### config.mk
export PLATFORM = sky130hd
export DESIGN_NAME = shadow_bus_ctl
export DESIGN_NICKNAME = d
export VERILOG_FILES = /design/src/rtl/shadow_bus_pkg.sv /design/src/rtl/shadow_bus_ctl_tmr_gate.sv /design/src/rtl/shadow_bus_ctl.sv
export SDC_FILE = /design/constraint.sdc
export NUM_CORES = 1
export LEC_CHECK = 0
export ABC_AREA = 1
export BUFFER_PORTS_ARGS = -buffer_cell sky130_fd_sc_hd__buf_2
export CAP_MARGIN = 10
export CORE_UTILIZATION = 37
export CTS_CLUSTER_SIZE = 25
export DETAILED_ROUTE_END_ITERATION = 12
export GPL_TIMING_DRIVEN = 0
export PLACE_DENSITY = 0.84
export SETUP_SLACK_MARGIN = 0.02
export SYNTH_ARGS = -nofsm -noshare
export SYNTH_HDL_FRONTEND = slang
export SYNTH_HIERARCHICAL = 1
export SYNTH_SLANG_ARGS = --single-unit
### constraint.sdc
create_clock -name clk_p -period 1 [get_ports clk_p]
set_input_delay 0.2 -clock clk_p [delete_from_list [all_inputs] [get_ports clk_p]]
set_output_delay 0.2 -clock clk_p [all_outputs]
set_load 0.05 [all_outputs]
### src/rtl/shadow_bus_pkg.sv
// Shared constants for the 1801VM2 local-bus controller: region tags,
// startup-mode codes and the startup vector prefix.
package shadow_bus_pkg;

  // full_adr[16:13] values for the two shadow regions (SEL bit included)
  localparam logic [3:0] ROM_TAG_DEF = 4'b1110;
  localparam logic [3:0] RAM_TAG_DEF = 4'b1111;

  // Startup modes sampled from mode_i while dclo is high
  typedef enum logic [2:0] {
    SU_VEC24       = 3'b000,
    SU_CONSOLE     = 3'b001,
    SU_DX_BOOT     = 3'b010,
    SU_ROM_140000  = 3'b011,
    SU_USER_ROM    = 3'b100,
    SU_CONSOLE_ALT = 3'b101,
    SU_ROM_173000  = 3'b110,
    SU_TEST        = 3'b111
  } startup_e;

  // Upper 13 bits of the startup word returned on address-less reads
  localparam logic [12:0] VEC_PREFIX = 13'o14000;

  // Startup word seen by the CPU for a given latched mode
  function automatic logic [15:0] startup_word(input startup_e mode);
    return {VEC_PREFIX, mode};
  endfunction

endpackage

### src/rtl/shadow_bus_ctl_tmr_gate.sv
// 50 Hz timer gate: synchronises the async timer, debounces the on/off
// button on timer ticks and gates the timer event with the enable state.
module tmr_gate #(
  parameter int DEB_LEN = 2
) (
  input  logic clk,
  input  logic rst,
  input  logic timer_50,
  input  logic timer_button,
  output logic timer_status,
  output logic evnt_o
);

  logic [2:0]         sync;     // [0],[1] synchroniser, [2] edge-detect history
  logic [DEB_LEN-1:0] deb;
  logic               tbevent;  // set once a full press has been acted upon
  logic               tick;

  assign tick   = sync[1] & ~sync[2];
  assign evnt_o = sync[1] & timer_status;

  // Synchronise, shift the button on each tick, toggle once per full press
  always_ff @(posedge clk) begin
    if (rst) begin
      sync         <= '0;
      deb          <= '0;
      tbevent      <= 1'b0;
      timer_status <= 1'b1;
    end else begin
      sync <= {sync[1:0], timer_50};
      if (tick)
        deb <= DEB_LEN'({deb, timer_button});
      if (deb == '1 && !tbevent) begin
        timer_status <= ~timer_status;
        tbevent      <= 1'b1;
      end else if (deb == '0) begin
        tbevent <= 1'b0;
      end
    end
  end

endmodule

### src/rtl/shadow_bus_ctl.sv
// Local-bus controller for the 1801VM2 board: shadow ROM/RAM decode,
// ROM wait states, global-bus timeout, vector mux, slow clock enable
// and the 50 Hz timer gate.
module shadow_bus_ctl
  import shadow_bus_pkg::*;
#(
  parameter int         ROM_AW   = 12,
  parameter logic [3:0] ROM_TAG  = ROM_TAG_DEF,
  parameter logic [3:0] RAM_TAG  = RAM_TAG_DEF,
  parameter int         ROM_WAIT = 2,
  parameter int         TMO_CYC  = 64,
  parameter int         SLOW_DIV = 22,
  parameter int         DEB_LEN  = 2
) (
  input  logic              clk_p,
  input  logic              dclo,
  input  logic [16:0]       full_adr,
  input  logic              cyc_i,
  input  logic              stb_i,
  input  logic [15:0]       bus_dat_i,
  input  logic [15:0]       rom_dat_i,
  input  logic              global_ack,
  output logic [15:0]       dat_o,
  output logic              ack_o,
  output logic              bus_cyc_o,
  output logic              rom_stb_o,
  output logic              sysram_stb_o,
  output logic [ROM_AW-1:0] rom_adr_o,
  output logic              bus_err_o,
  input  logic              una_i,
  input  logic [15:0]       ivec_i,
  input  logic              istb_i,
  input  logic              iack_i,
  input  logic [2:0]        mode_i,
  output logic [15:0]       vector_o,
  output logic              istb_o,
  output logic              vack_o,
  input  logic              cpuslow,
  output logic              clk_ena_o,
  input  logic              timer_50,
  input  logic              timer_button,
  output logic              timer_status,
  output logic              evnt_o
);

  localparam int            TW        = (TMO_CYC > 1) ? $clog2(TMO_CYC) : 1;
  localparam bit            TMO_EN    = (TMO_CYC > 0);
  localparam logic [TW-1:0] TMO_LAST  = TW'((TMO_CYC > 0) ? TMO_CYC - 1 : 0);
  localparam logic [3:0]    WAIT_LAST = 4'(ROM_WAIT - 1);
  localparam logic [7:0]    DIV_LAST  = 8'(SLOW_DIV - 1);

  logic [3:0]    wcnt;
  logic          rom_ack_q;
  logic [TW-1:0] tcnt;
  logic          tmo_ack;
  logic          tmo_run;
  logic [7:0]    cnt;
  startup_e      startup_q;
  logic          unused_adr;

  // Byte-address bit is not part of the ROM word address
  assign unused_adr = full_adr[0];

  assign rom_stb_o    = stb_i & cyc_i & (full_adr[16:13] == ROM_TAG);
  assign sysram_stb_o = stb_i & cyc_i & (full_adr[16:13] == RAM_TAG);
  assign bus_cyc_o    = cyc_i & ~full_adr[16];
  assign rom_adr_o    = full_adr[ROM_AW:1];
  assign dat_o        = rom_stb_o ? rom_dat_i : bus_dat_i;
  assign tmo_run      = bus_cyc_o & stb_i & ~global_ack;

  // global_ack is combinational so it still reaches the CPU during dclo
  assign ack_o = global_ack | (rom_ack_q & rom_stb_o) | (tmo_ack & stb_i);

  assign vector_o  = una_i ? startup_word(startup_q) : ivec_i;
  assign istb_o    = istb_i & ~una_i;
  assign vack_o    = iack_i | una_i;
  assign clk_ena_o = ~cpuslow | (cnt == 8'd0);

  // ROM wait-state counter; any strobe gap restarts the count
  always_ff @(posedge clk_p) begin
    if (dclo || !rom_stb_o) begin
      wcnt      <= '0;
      rom_ack_q <= 1'b0;
    end else if (!rom_ack_q) begin
      if (wcnt == WAIT_LAST)
        rom_ack_q <= 1'b1;
      else
        wcnt <= wcnt + 4'd1;
    end
  end

  // Global-bus timeout; a same-cycle global_ack stops tmo_run and wins
  always_ff @(posedge clk_p) begin
    if (dclo) begin
      tcnt      <= '0;
      tmo_ack   <= 1'b0;
      bus_err_o <= 1'b0;
    end else begin
      bus_err_o <= 1'b0;
      if (!stb_i)
        tmo_ack <= 1'b0;
      if (!tmo_run) begin
        tcnt <= '0;
      end else if (TMO_EN && !tmo_ack) begin
        if (tcnt == TMO_LAST) begin
          bus_err_o <= 1'b1;
          tmo_ack   <= 1'b1;
          tcnt      <= '0;
        end else begin
          tcnt <= tcnt + 1'b1;
        end
      end
    end
  end

  // Slow-mode divider; held at zero so enabling it fires immediately
  always_ff @(posedge clk_p) begin
    if (dclo || !cpuslow)
      cnt <= 8'd0;
    else if (cnt == DIV_LAST)
      cnt <= 8'd0;
    else
      cnt <= cnt + 8'd1;
  end

  // Startup mode follows mode_i throughout reset and freezes on release
  always_ff @(posedge clk_p) begin
    if (dclo)
      startup_q <= startup_e'(mode_i);
  end

  tmr_gate #(
    .DEB_LEN(DEB_LEN)
  ) u_tmr_gate (
    .clk          (clk_p),
    .rst          (dclo),
    .timer_50     (timer_50),
    .timer_button (timer_button),
    .timer_status (timer_status),
    .evnt_o       (evnt_o)
  );

endmodule

# --- Word-level counts from Yosys, hierarchy flattened ---
# Cells that the tools add are included.
word_totals:
  regBits: 31
  in_bits: 79
  wordCells: 69
op_classes:
  addsub: 3
  n_eq_ne: 6
  n_mux: 12
  n_bitwise: 24
  n_reduce_logical: 13
ops:
  columns: ["operator", "count"]
  rows:
  - ["$mux 16", 2]
  - ["$and 1x1->1", 11]
  - ["$mux 1", 9]
  - ["$not 1->1", 9]
  - ["$add 8x1->8 const B", 1]
  - ["$eq 4x4->1 const B", 2]
  - ["$eq 8x5->1 const B", 1]
  - ["$logic_not 8->1", 1]
  - ["$add 6x1->6 const B", 1]
  - ["$eq 6x6->1 const B", 1]
  - ["$mux 6", 1]
  - ["$add 4x1->4 const B", 1]
  - ["$eq 4x1->1 const B", 1]
  - ["$or 1x1->1", 4]
  - ["$reduce_or 2->1", 2]
  - ["$logic_not 1->1", 3]
  - ["$reduce_or 3->1", 1]
  - ["$eq 2x2->1 const B", 1]
  - ["$logic_not 2->1", 1]
  - ["$logic_or 1x1->1", 2]
  - ["$reduce_and 2->1", 1]
  - ["$reduce_bool 2->1", 1]
  - ["$logic_and 1x1->1", 1]

# --- Logic depth before layout (Yosys ltp) ---
logic_depth:
  word_depth: 6
  ltp_mapped: 9
  mapped_depth_nobuf: 9

# --- Hierarchy ---
# Netlist, hierarchy kept.
by_module_without_submodules:
  columns: ["mod", "instances", "cells_per_inst", "area_each_um2", "seq_area_each_um2"]
  rows:
  - ["shadow_bus_ctl", 1, 264, 1617.8, 510.5]
  - ["tmr_gate", 1, 35, 265.3, 140.1]

# --- Worst setup path after synthesis ---
# No wires, ideal clock.
synth_path:
  path_kind: "register to output"
  startpoint: "register cnt[0]"
  endpoint: "output port clk_ena_o"
  t_arrival_ns: 1.679
  required_time_ns: 0.800
  slack_ns: -0.879
  path_stages_with_launch: 5
  cell_sequence: "dfxtp_1 inv_1 ha_1 nand3_1 o21ai_0"
synth_between:
  elab_chain_len: 2
synth_lines:
  columns: ["item", "line", "text"]
  rows:
  - ["start: declaration", "shadow_bus_ctl.sv:57", "logic [7:0] cnt;"]
  - ["start signal: assignment", "shadow_bus_ctl.sv:123", "cnt <= cnt + 8'd1;"]
  - ["$logic_not 8->1", "shadow_bus_ctl.sv:77", "assign clk_ena_o = ~cpuslow | (cnt == 8'd0);"]
  - ["$or 1x1->1", "shadow_bus_ctl.sv:77", null]
  - ["end: declaration", "shadow_bus_ctl.sv:39", "output logic clk_ena_o,"]
# Every way passes these cells.

# --- Final worst setup path ---
layout_path:
  startpoint: "input port stb_i"
  endpoint: "output port dat_o[10]"
layout_between:
  elab_chain_len: 3
layout_lines:
  columns: ["item", "line", "text"]
  rows:
  - ["start: declaration", "shadow_bus_ctl.sv:19", "input logic stb_i,"]
  - ["$and 1x1->1 (2 in a row)", "shadow_bus_ctl.sv:64", "assign rom_stb_o = stb_i & cyc_i & (full_adr[16:13] == ROM_TAG);"]
  - ["$mux 16", "shadow_bus_ctl.sv:68", "assign dat_o = rom_stb_o ? rom_dat_i : bus_dat_i;"]
  - ["end: declaration", "shadow_bus_ctl.sv:23", "output logic [15:0] dat_o,"]
# Every way passes these cells.

==> results.json <==
{
  "cpPeakStageDelay_ns": 0.15,
  "yosys.cell_types.count": 30,
  "cts_made_buffers": 5,
  "path_clk_slew_ns": 0.07,
  "crit_chain": "buf_8 > nand2_8 > nor2_4 > nand2_4 > inv_6 > buf_12 > buf_12 > nand2_4 > nand2_4 > buf_8",
  "cts_hold_buf": 0,
  "final_core_util_pct": 85.6,
  "tightest_slew_ns": 0.286,
  "cp.required_ns": 0.80,
  "drt_wl_total_um": 10000,
  "yosys_warnings": 6,
  "setup_ws_ns": -0.424,
  "crit_family": "buffers and inverters",
  "drtIter0Drc": 149,
  "cts_tree": "done",
  "power.density_mw_per_mm2": 907,
  "vias_per_cell": 5.31,
  "vias": 2810,
  "clk_latency_ns": 0.30,
  "area_growth_pct": 119,
  "hold_path_class": "input port to flip-flop",
  "finalNonFillerCells": 529,
  "cp_slowest_cell": "buf_8",
  "rsz0062_at_grt": "yes",
  "yosysSeqAreaShare_pct": 34.6,
  "ioPinCount": 133,
  "rows": 25,
  "ys_seq_elements": 31,
  "dieWidth_um": 73.3,
  "fp.dieArea_mm2": 0.00538,
  "synth_fp_nets": 384,
  "htreeDepth": 2,
  "cap_violations": 0,
  "path_buf_inv": 5,
  "outcome": "finished with violations",
  "grt_pass1_vias": 2626,
  "dpl_worst_slack_ns": -0.567,
  "crit_path_frequent_cell": "nand2_4",
  "crit_arrival_ns": 1.22,
  "finalInstanceArea_mm2": 0.00412,
  "grt_overflow": 0,
  "grt_pass1_wl_um": 12800,
  "syn_area_mm2": 0.00188,
  "clockRootBuffer": "clkbuf_8",
  "finalSetupViolCount": 42,
  "grt_max_degree": 12,
  "fin_skew_ns": 0.0222,
  "fin_crit_sh_pct": 142,
  "clock_path_buffers": 2,
  "start_util_pct": 39.1,
  "grt_use_total_pct": 32.3,
  "place_inst": 484,
  "violations": "setup timing",
  "io_buffers": 118,
  "fillers": 250,
  "synthCells": 299,
  "dpl_cell_area_mm2": 0.00290,
  "hold_viol": 0,
  "fmax_mhz": 702,
  "leakage_nw": 2.11,
  "die-height_um": 73.3,
  "slew_violations": 0,
  "peakVddDrop_mv": 1.27,
  "antenna_found_initial": 0,
  "wire_per_inst_um": 19.0,
  "layout.nets": 546,
  "cts.sinks": 31,
  "drc": 0,
  "num_antenna_cells": 0,
  "dp_hpwl_um": 4200,
  "fin_crit_ns": 1.42,
  "criticalPathCategory": "input port to output pin",
  "first_pass_iters": 4,
  "core_area_mm2": 0.00482,
  "post_synth.cell_area_avg_um2": 6.30,
  "final_antenna_net_count": 0,
  "gp_congestion": 0.893,
  "hold_path_depth": 1,
  "worst_setup_path_start_kind": "input port",
  "critPathCaptureType": "output pin",
  "worstPathMaxFanout": 5,
  "relSlewSlack_pct": 80.9,
  "r2r_cells": 10,
  "layout-drive-gt1-share_pct": 68.6,
  "crit_cells": 10
}
area by class of cell:
cell class	count	area [um^2]	share of cell area, %
Multi-Input combinational cell	199	1580	38.3
Timing Repair Buffer	153	1300	31.6
Sequential cell	31	678	16.4
Inverter	54	221	5.37
Buffer	16	156	3.79
Clock buffer	7	86.3	2.09
Tap cell	67	83.8	2.03
Timing Repair inverter	1	11.3	0.273
Clock inverter	1	5.00	0.121
layout by cell type (no fill, tap or decap), drive strengths merged, types with 2 or more instances in the layout:
cell type  netlist  layout
buf             15     168
nand2          106     107
inv             54      54
nor2            42      42
dfxtp           28      28
nand3           14      14
a21oi            9       9
clkbuf           1       8
ha               6       6
nand4            5       5
o21ai            4       4
or2              3       3
edfxtp           3       3
nor3             2       2
final timing paths:
kind | slack [ns] | to | from
hold reg to reg | 0.40 | u_tmr_gate/sync[1] | u_tmr_gate/sync[0]
setup / recovery | -0.42 | dat_o[10] | stb_i
setup reg to reg | -0.32 | cnt[5] | cnt[1]
hold / removal | 0.09 | startup_q[2] | mode_i[2]
worst register-to-register path: stages (launching register included):
cell and delay (ns):
dfxtp_2 0.32, inv_2 0.08, buf_4 0.12, ha_4 0.11, nand2_1 0.05, nor2_1 0.10, nand3_1 0.13, nand2_4 0.14
inv_2 0.05, nand2_1 0.07, inv_1 0.05
synthesized netlist by cell type:
cell type    n  share of area (%)
a21o_1       1               0.40
a21oi_1      9                2.4
buf_2        2               0.53
buf_4       12                4.8
buf_6        1               0.60
clkbuf_1     1               0.20
dfxtp_1     28                 30
edfxtp_1     3                4.8
ha_1         6                4.0
inv_1       52                 10
inv_2        1               0.20
inv_4        1               0.33
nand2_1    104                 21
nand2_2      1               0.33
nand2_4      1               0.60
nand3_1     13                3.5
nand3_2      1               0.53
nand3b_1     1               0.40
nand4_1      5                1.7
nor2_1      39                7.8
nor2_2       1               0.33
nor2_4       2                1.2
nor3_1       2               0.53
nor3b_1      1               0.40
o211ai_1     1               0.40
o21ai_0      4                1.1
o22ai_1      1               0.33
or2_2        3                1.0
xnor2_1      1               0.47
xor2_1       1               0.47
metal layers:
metal	up-vias	track usage, %	part of all wire, %
met5	-	0	0
met1	1314	29.8	31
met4	0	22.4	9.1
met2	202	62.0	53
li1	1214	-	-
met3	80	7.27	7.1
kinds of logic after synthesis:
logic type	share of synthesized area, %
buffers and inverters	17.0
AOI/OAI and AO/OA	4.59
DFF	34.6
xor gates and xnor gates	0.930
adders and majority gates	3.99
and+or+nand+nor	38.9
sequential cells by signal (all words and copies together) (netlist names):
name and flops:
u_tmr_gate/timer_status 1, tcnt 6, u_tmr_gate/sync 3, u_tmr_gate/tbevent 1, cnt 8, u_tmr_gate/deb 2, startup_q 3, rom_ack_q 1
tmo_ack 1, bus_err_o 1, wcnt 4
through the flow:
step / power, W / hold WS (ns) / setup TNS, ns
2_1_floorplan: 0.00203 / 0.269 / -2.26
3_3_place_gp: 0.00228 / 0.379 / -10.80
3_5_place_dp: 0.00230 / 0.385 / -11.80
4_1_cts: 0.00357 / 0.0924 / -6.92
5_1_grt: 0.00380 / 0.0914 / -11.09
6_report: 0.00374 / 0.0912 / -9.52
what timing repair did:
item,CTS,global route
pin swaps,33,25
resized for setup,192,53
setup endpoints to repair,59,53
buffers inserted,26,12
cloned,3,1
power by group:
part	internal, W	leakage [nW]	switching [W]
combinational	0.000547	1.80	0.000813
sequential	0.00127	0.263	0.0000158
clock	0.000557	0.0482	0.000536
total	0.00237	2.11	0.00136
(Power assumes the default switching activity.)
